## src/rtl/mem_pkg.sv

```systemverilog
// Shared definitions for the main memory responder: FSM states, access
// direction encodings and default sizing constants.
package mem_pkg;

   typedef enum logic [1:0] {
      IDLE   = 2'd0,
      ACCESS = 2'd1,
      DONE   = 2'd2
   } mem_state_e;

   localparam logic MRW_READ  = 1'b0;
   localparam logic MRW_WRITE = 1'b1;

   localparam int DEFAULT_ADDR_W      = 8;
   localparam int DEFAULT_DATA_W      = 8;
   localparam int DEFAULT_WAIT_CYCLES = 4;

endpackage

```

## src/rtl/mem_wait_ctr.sv

```systemverilog
// Loadable wait-state down-counter; counts toward zero and reports when it
// holds 1, which marks the final wait cycle of an access.
module mem_wait_ctr (
   input  logic       clk,
   input  logic       reset,
   input  logic       load,
   input  logic [7:0] load_val,
   output logic       last
);

   logic [7:0] count_q, count_d;

   // Saturates at zero so an idle counter never raises last spuriously.
   always_comb begin
      count_d = count_q;
      if (load) begin
         count_d = load_val;
      end else if (count_q != 8'd0) begin
         count_d = count_q - 8'd1;
      end
   end

   always_ff @(posedge clk) begin
      if (reset) begin
         count_q <= 8'd0;
      end else begin
         count_q <= count_d;
      end
   end

   assign last = (count_q == 8'd1);

endmodule

```

## src/rtl/main_mem_responder.sv

```systemverilog
// Main memory model answering single-word cache requests after a fixed number
// of wait states; one access in flight at a time, extra strobes are dropped.
module main_mem_responder
   import mem_pkg::*;
#(
   parameter int ADDR_W      = DEFAULT_ADDR_W,
   parameter int DATA_W      = DEFAULT_DATA_W,
   parameter int WAIT_CYCLES = DEFAULT_WAIT_CYCLES
) (
   input  logic              clk,
   input  logic              reset,
   input  logic              MStrobe,
   input  logic              MRW,
   input  logic [ADDR_W-1:0] MAddr,
   input  logic [DATA_W-1:0] MDataIn,
   output logic [DATA_W-1:0] MDataOut,
   output logic              MReady,
   output logic              MBusy
);

   localparam int DEPTH = 2 ** ADDR_W;

   mem_state_e        state_q, state_d;
   logic              rw_q, rw_d;
   logic [ADDR_W-1:0] addr_q, addr_d;
   logic [DATA_W-1:0] wdata_q, wdata_d;
   logic [DATA_W-1:0] rdata_q, rdata_d;
   logic [DATA_W-1:0] mem [DEPTH];

   logic ctr_load;
   logic ctr_last;
   logic commit;

   assign ctr_load = (state_q == IDLE) && MStrobe;

   mem_wait_ctr u_wait_ctr (
      .clk      (clk),
      .reset    (reset),
      .load     (ctr_load),
      .load_val (8'(WAIT_CYCLES)),
      .last     (ctr_last)
   );

   always_comb begin
      state_d = state_q;
      rw_d    = rw_q;
      addr_d  = addr_q;
      wdata_d = wdata_q;
      rdata_d = rdata_q;
      case (state_q)
         IDLE: begin
            if (MStrobe) begin
               rw_d    = MRW;
               addr_d  = MAddr;
               wdata_d = MDataIn;
               state_d = ACCESS;
            end
         end
         ACCESS: begin
            if (ctr_last) begin
               state_d = DONE;
               if (rw_q == MRW_READ) begin
                  rdata_d = mem[addr_q];
               end
            end
         end
         DONE:    state_d = IDLE;
         default: state_d = IDLE;
      endcase
   end

   always_ff @(posedge clk) begin
      if (reset) begin
         state_q <= IDLE;
         rw_q    <= 1'b0;
         addr_q  <= '0;
         wdata_q <= '0;
         rdata_q <= '0;
      end else begin
         state_q <= state_d;
         rw_q    <= rw_d;
         addr_q  <= addr_d;
         wdata_q <= wdata_d;
         rdata_q <= rdata_d;
      end
   end

   // Storage is deliberately outside reset; an aborted write never commits.
   assign commit = !reset && (state_q == ACCESS) && ctr_last && (rw_q == MRW_WRITE);

   always_ff @(posedge clk) begin
      if (commit) begin
         mem[addr_q] <= wdata_q;
      end
   end

   assign MReady   = (state_q == DONE);
   assign MBusy    = (state_q != IDLE);
   assign MDataOut = rdata_q;

endmodule

```

## config.mk

```make
export PLATFORM = sky130hd
export DESIGN_NAME = main_mem_responder
export DESIGN_NICKNAME = d
export VERILOG_FILES = /design/src/rtl/mem_pkg.sv /design/src/rtl/mem_wait_ctr.sv /design/src/rtl/main_mem_responder.sv
export SDC_FILE = /design/constraint.sdc
export NUM_CORES = 2
export LEC_CHECK = 0
export BUFFER_PORTS_ARGS = -buffer_cell sky130_fd_sc_hd__buf_2
export CORE_MARGIN = 2
export CORE_UTILIZATION = 30
export DETAILED_ROUTE_END_ITERATION = 10
export SYNTH_ARGS = -nofsm -noshare
export SYNTH_HDL_FRONTEND = slang
export SYNTH_HIERARCHICAL = 1
export SYNTH_SLANG_ARGS = --single-unit
```

## constraint.sdc

```tcl
create_clock -name clk -period 5.65 [get_ports clk]
set_input_delay 0.8475 -clock clk [delete_from_list [all_inputs] [get_ports clk]]
set_output_delay 0.8475 -clock clk [all_outputs]
set_load 0.03 [all_outputs]
```

; ---- After elaboration in Yosys (flattened, before gate mapping)
; Memory sizes are Yosys's and may differ from the RTL's. A register that Yosys moved wholly into a read port is not among the register bits.
; Index checks and enable logic that the tools add are counted.
[totals]
output_inout_bits = 10
register_bits = 27
ramBits = 2048
in_bits = 20
mem_count = 1
[classes]
n_eq_ne = 5
n_addsub = 1
n_bitwise = 1
n_reduce_logical = 13
mux = 7
[mem_list]
columns = memory, depth, word_bits, read_ports, rd_ports_with_merged_regs, write_ports, line
row1 = mem, 256, 8, 1, 1, 1, main_mem_responder.sv:28  ; logic [DATA_W-1:0] mem [DEPTH];
[op_table]
columns = op, n
row1 = 8-bit by 1-bit equality test with 1-bit output (second input constant), 1
row2 = 8-bit nonzero test, 1
row3 = 8-bit by 1-bit subtractor with 8-bit output (second input constant), 1
row4 = 3-bit two-way mux, 2
row5 = 1-bit logical AND, 4
row6 = 2-bit two-way mux, 2
row7 = 2-bit inequality test (second input constant), 2
row8 = 2-bit one-hot mux with 2 select lines, 1
row9 = 2-bit AND reduction, 2
row10 = 2-bit nonzero test, 2
row11 = 3-bit AND reduction, 1
row12 = 2-bit by 1-bit equality test with 1-bit output (second input constant), 1
row13 = 2-bit equality test (second input constant), 1
row14 = 2-bit logical NOT, 1
row15 = 1-bit two-way mux, 2
row16 = 2-bit OR reduction, 1
row17 = 1-bit logical NOT, 1
row18 = 1-bit NOT, 1

; ---- Depth between registers and ports, before layout
[depth]
ltp_word = 6
ltp_mapped = 13

; ---- By module
; The synthesis kept the hierarchy.
[modules_own_cells]
columns = mod, area_each_um2, cells_each, instances, seq_area_each_um2
row1 = main_mem_responder, 80643.6, 3914, 1, 62039.5
row2 = mem_wait_ctr, 513.0, 54, 1, 160.2

; ---- Least setup slack after synthesis
; Ideal clock, no wire load.
[synth_path]
path_type = register -> register
start = register wdata_q[0]
end = memory mem[0][0] in the netlist's numbering, data pin
slack_ns = 1.397
arrival_time_ns = 3.397
path_stages_with_launch = 1
path_buffers = 0
path_cell_list = dfxtp_1
[synth_lines]
columns = item, line
row1 = start: declaration, main_mem_responder.sv:26  ; logic [DATA_W-1:0] wdata_q, wdata_d;
row2 = start signal: assignment, main_mem_responder.sv:83  ; wdata_q <= wdata_d;
row3 = end: declaration, main_mem_responder.sv:28
; No word-level cell before the write port.

; ---- Final worst setup path
[layout_path]
start = register u_wait_ctr.count_q[4]
end = memory mem[127][2] in the netlist's numbering, enable pin
[layout_between]
elab_chain_len = 5
[layout_lines]
columns = item, line
row1 = start: declaration, mem_wait_ctr.sv:11  ; logic [7:0] count_q, count_d;
row2 = start signal: assignment, mem_wait_ctr.sv:27  ; count_q <= count_d;
row3 = 8-bit by 1-bit equality test with 1-bit output, mem_wait_ctr.sv:31  ; assign last = (count_q == 8'd1);
row4 = named net ctr_last, main_mem_responder.sv:31  ; logic ctr_last;
row5 = 1-bit logical AND (2 in series), main_mem_responder.sv:89  ; assign commit = !reset && (state_q == ACCESS) && ctr_last && (rw_q == MRW_WRITE);
row6 = 1-bit two-way mux, main_mem_responder.sv:92  ; if (commit) begin
row7 = 1-bit two-way mux (not written as such), main_mem_responder.sv:93  ; mem[addr_q] <= wdata_q;
; The timed path passes the listed nets, and every way through them passes these cells.

==> impl_metrics.env <==
export IMPL_die_h_um=524.1
export IMPL_fin_area_um2=92400
export IMPL_worstSetupPathType="flop to flop"
export IMPL_cts_setup_buffers=0
export IMPL_final_min_clock_period_ns=4.715
export IMPL_ys_warn_count=6
export IMPL_fmax_ghz=0.2121
export IMPL_syn_inst=3968
export IMPL_rsz0062_at_grt="no"
export IMPL_cts_hold_buffers=0
export IMPL_cts_resized_gates=0
export IMPL_die_area_um2=274700
export IMPL_avgSynthCellArea_um2=20.45
export IMPL_core_area_um2=268600
export IMPL_setup_viol=0
export IMPL_worstPathRequired_ns=6.11
export IMPL_clock_path_buffers=3
export IMPL_first_pass_iters=9
export IMPL_drv_cap=0
export IMPL_dp_hpwl_um=132200
export IMPL_netlist_area_um2=81160
export IMPL_layout_drive_gt1_share=0.2347
export IMPL_crit_fanout=11
export IMPL_clock_latency_ns=0.85
export IMPL_slew_violations=0
export IMPL_worst_slew_pin_slew_ns=1.401
export IMPL_use_met3=0.03029
export IMPL_cts_root_buf="clkbuf_16"
export IMPL_grt_pass1_wl_um=308400
export IMPL_post_route_util=0.3440
export IMPL_tritoncts="done"
export IMPL_drc_errors=0
export IMPL_dpl_cell_area_um2=85900
export IMPL_hold_viol=0
export IMPL_worstPathCellList="nor4_4 -> and3_2 -> nand2_1 -> nor3_1 -> nand2_1 -> nor3_1 -> nand2_1 -> buf_4 -> nor2_1"
export IMPL_finalSetupTns_ns=0
export IMPL_initial_core_util=0.3021
export IMPL_setup_ws_ns=0.9351
export IMPL_grt_pass1_vias=40540
export IMPL_critPathSlowestCell="nand2_1"
export IMPL_grtUsageMet1=0.2093
export IMPL_wl_um=216700
export IMPL_grt_util_met2=0.2490
export IMPL_cp_common_cell="nand2_1"
export IMPL_synth_ff_type="edfxtp_1"
export IMPL_chipWidth_um=524.1
export IMPL_hold_path_class="input port to flop"
export IMPL_final_period_utilization=0.8345
export IMPL_port_buffers=29
export IMPL_synth_async_sr_flop_share=0
export IMPL_drt_iter0_drc=5050
export IMPL_post_drt_wl_per_cell_um=27.69
export IMPL_gp_congestion=0.8289
export IMPL_dp_cells=7454
export IMPL_htreeDepth=4
export IMPL_rows=190
export IMPL_dp_slack_ns=1.095
export IMPL_viasPerCell=5.193
export IMPL_clock_sinks=2083
export IMPL_finClkSkew_ns=0.03664
export IMPL_ant_nets=0
export IMPL_slew_headroom=0.05769
export IMPL_clk_pin_slew_ns=0.07
export IMPL_slowest_delay_ns=0.93
export IMPL_cts_buffers=198
export IMPL_power_density_nw_per_um2=353.6
export IMPL_groute_usage_overall=0.1558
export IMPL_instances_no_fill=7824
export IMPL_dr_total_vias=40630
export IMPL_synth_cell_type_count=70
export IMPL_start_kind="flop"
export IMPL_p_leak_nw=28.18
export IMPL_nNetsFinal=4125
export IMPL_grt_max_degree=173
export IMPL_ir_worst_vdd_v=0.0002830
export IMPL_synth_edff_count=2048
export IMPL_grt_overflow_total=0
export IMPL_ys_seq_area_frac=0.7664
export IMPL_critPathArrivalTime_ns=5.17
export IMPL_syn2layout_area_growth_pct=13.86
export IMPL_ys_ff_latch=2083
export IMPL_end_kind="flop"
export IMPL_antenna_found_initial=6
export IMPL_ioPinCount=30
export IMPL_outcome="complete, no violations"
export IMPL_grt_busiest_layer="met2"
cell usage in the layout, fill, tap and decap left out, types with 28 or more instances in the layout:
cell	synthesis	routed
mux4_2	476	476
clkbuf_1	90	50
a32oi_1	33	33
mux2i_1	133	133
buf_4	50	111
a21oi_1	51	51
nand2_1	195	194
o22ai_1	57	57
mux2_2	39	39
clkbuf_16	0	201
nor2_1	327	325
buf_2	61	29
nand3_1	28	28
o21ai_0	50	50
clkinv_1	1	32
edfxtp_1	2048	2048
clkinv_2	0	37
metrics by stage:
stage / power (mW) / hold WS (ns)
floorplan: 18.80 / 0.4589
detailed placement: 19.59 / 0.5246
global route: 33.49 / 0.2010
CTS: 32.83 / 0.1521
global placement: 19.58 / 0.5236
finish: 32.67 / 0.2226
final timing paths:
kind,end,depth (start not counted),slack [ns],start
max,mem[127][2],9,0.94,u_wait_ctr/count_q[4]
min,wdata_q[5],3,0.22,MDataIn[5]
max reg2reg,mem[127][2],9,0.94,u_wait_ctr/count_q[4]
min reg2reg,MDataOut[7],1,0.54,MDataOut[7]
worst max-delay path, delay by kind of cell, from the launching register on:
kind	cells	cell delay, ns
flops	1	0.36
buf+inv	1	0.55
simple gates	8	3.39
synth_stat cells (9+ instances only):
| cell type | count | area, µm² |
|---|---|---|
| a32oi_1 | 33 | 289.0 |
| o21ai_0 | 50 | 250.2 |
| nor2_1 | 327 | 1227 |
| buf_4 | 50 | 375.4 |
| a21oi_1 | 51 | 255.2 |
| buf_6 | 13 | 146.4 |
| mux2i_1 | 133 | 1331 |
| nand2_1 | 195 | 732.0 |
| a2111oi_0 | 19 | 166.4 |
| a22oi_1 | 21 | 157.7 |
| buf_1 | 19 | 71.32 |
| buf_2 | 61 | 305.3 |
| dfxtp_1 | 35 | 700.7 |
| mux2_2 | 39 | 439.2 |
| edfxtp_1 | 2048 | 61500 |
| mux4_2 | 476 | 10720 |
| nand4_1 | 10 | 62.56 |
| inv_1 | 18 | 67.56 |
| clkbuf_1 | 90 | 337.8 |
| nor4_1 | 10 | 62.56 |
| nand3_1 | 28 | 140.1 |
| o22ai_1 | 57 | 356.6 |
| a31oi_1 | 14 | 87.58 |
| nand2b_1 | 9 | 56.30 |
| and3_1 | 10 | 62.56 |
| nor2b_1 | 25 | 156.4 |
| nor3_1 | 13 | 65.06 |
logic make-up (layout without fill, tap and decap cells):
family,after synthesis,count (layout),synth area share
buffers and inverters,255,550,0.01656
adders and majority gates,3,3,0.0004626
and+or+nand+nor,659,659,0.03500
xor gates and xnor gates,6,6,0.0006475
AOI/OAI and AO/OA,310,310,0.02627
DFF,2083,2083,0.7664
muxes,650,650,0.1546
other,2,11,0.00009254
flip-flops by register name (all words and copies together) (netlist names):
signal,flops
u_wait_ctr/count_q,8
mem,2048
wdata_q,8
MDataOut,8
addr_q,8
state_q,2
rw_q,1
per-layer routing:
metal	vias to the layer above	part of all wire	wire length, µm
li1	16610	-	-
met1	21770	0.41	87800
met2	1882	0.48	103400
met3	362	0.078	16960
met4	0	0.039	8468
met5	-	0	0
report_power, final:
| group | internal (mW) | switching, mW |
|---|---|---|
| combinational | 0.726 | 1.31 |
| clock | 7.57 | 5.84 |
| sequential | 17.1 | 0.161 |
area by class of cell:
type                       count  area [µm²]
inverter                      20       82.58
timing repair buffer         163        1434
sequential                  2083       62240
multi-input combinational   1636       17690
clock inverter               113        1241
antenna                        3       7.507
tap                         3552        4444
clock buffer                 254        5259
fill                       24780      176200
No activity file was read; power rests on OpenSTA's default activity.
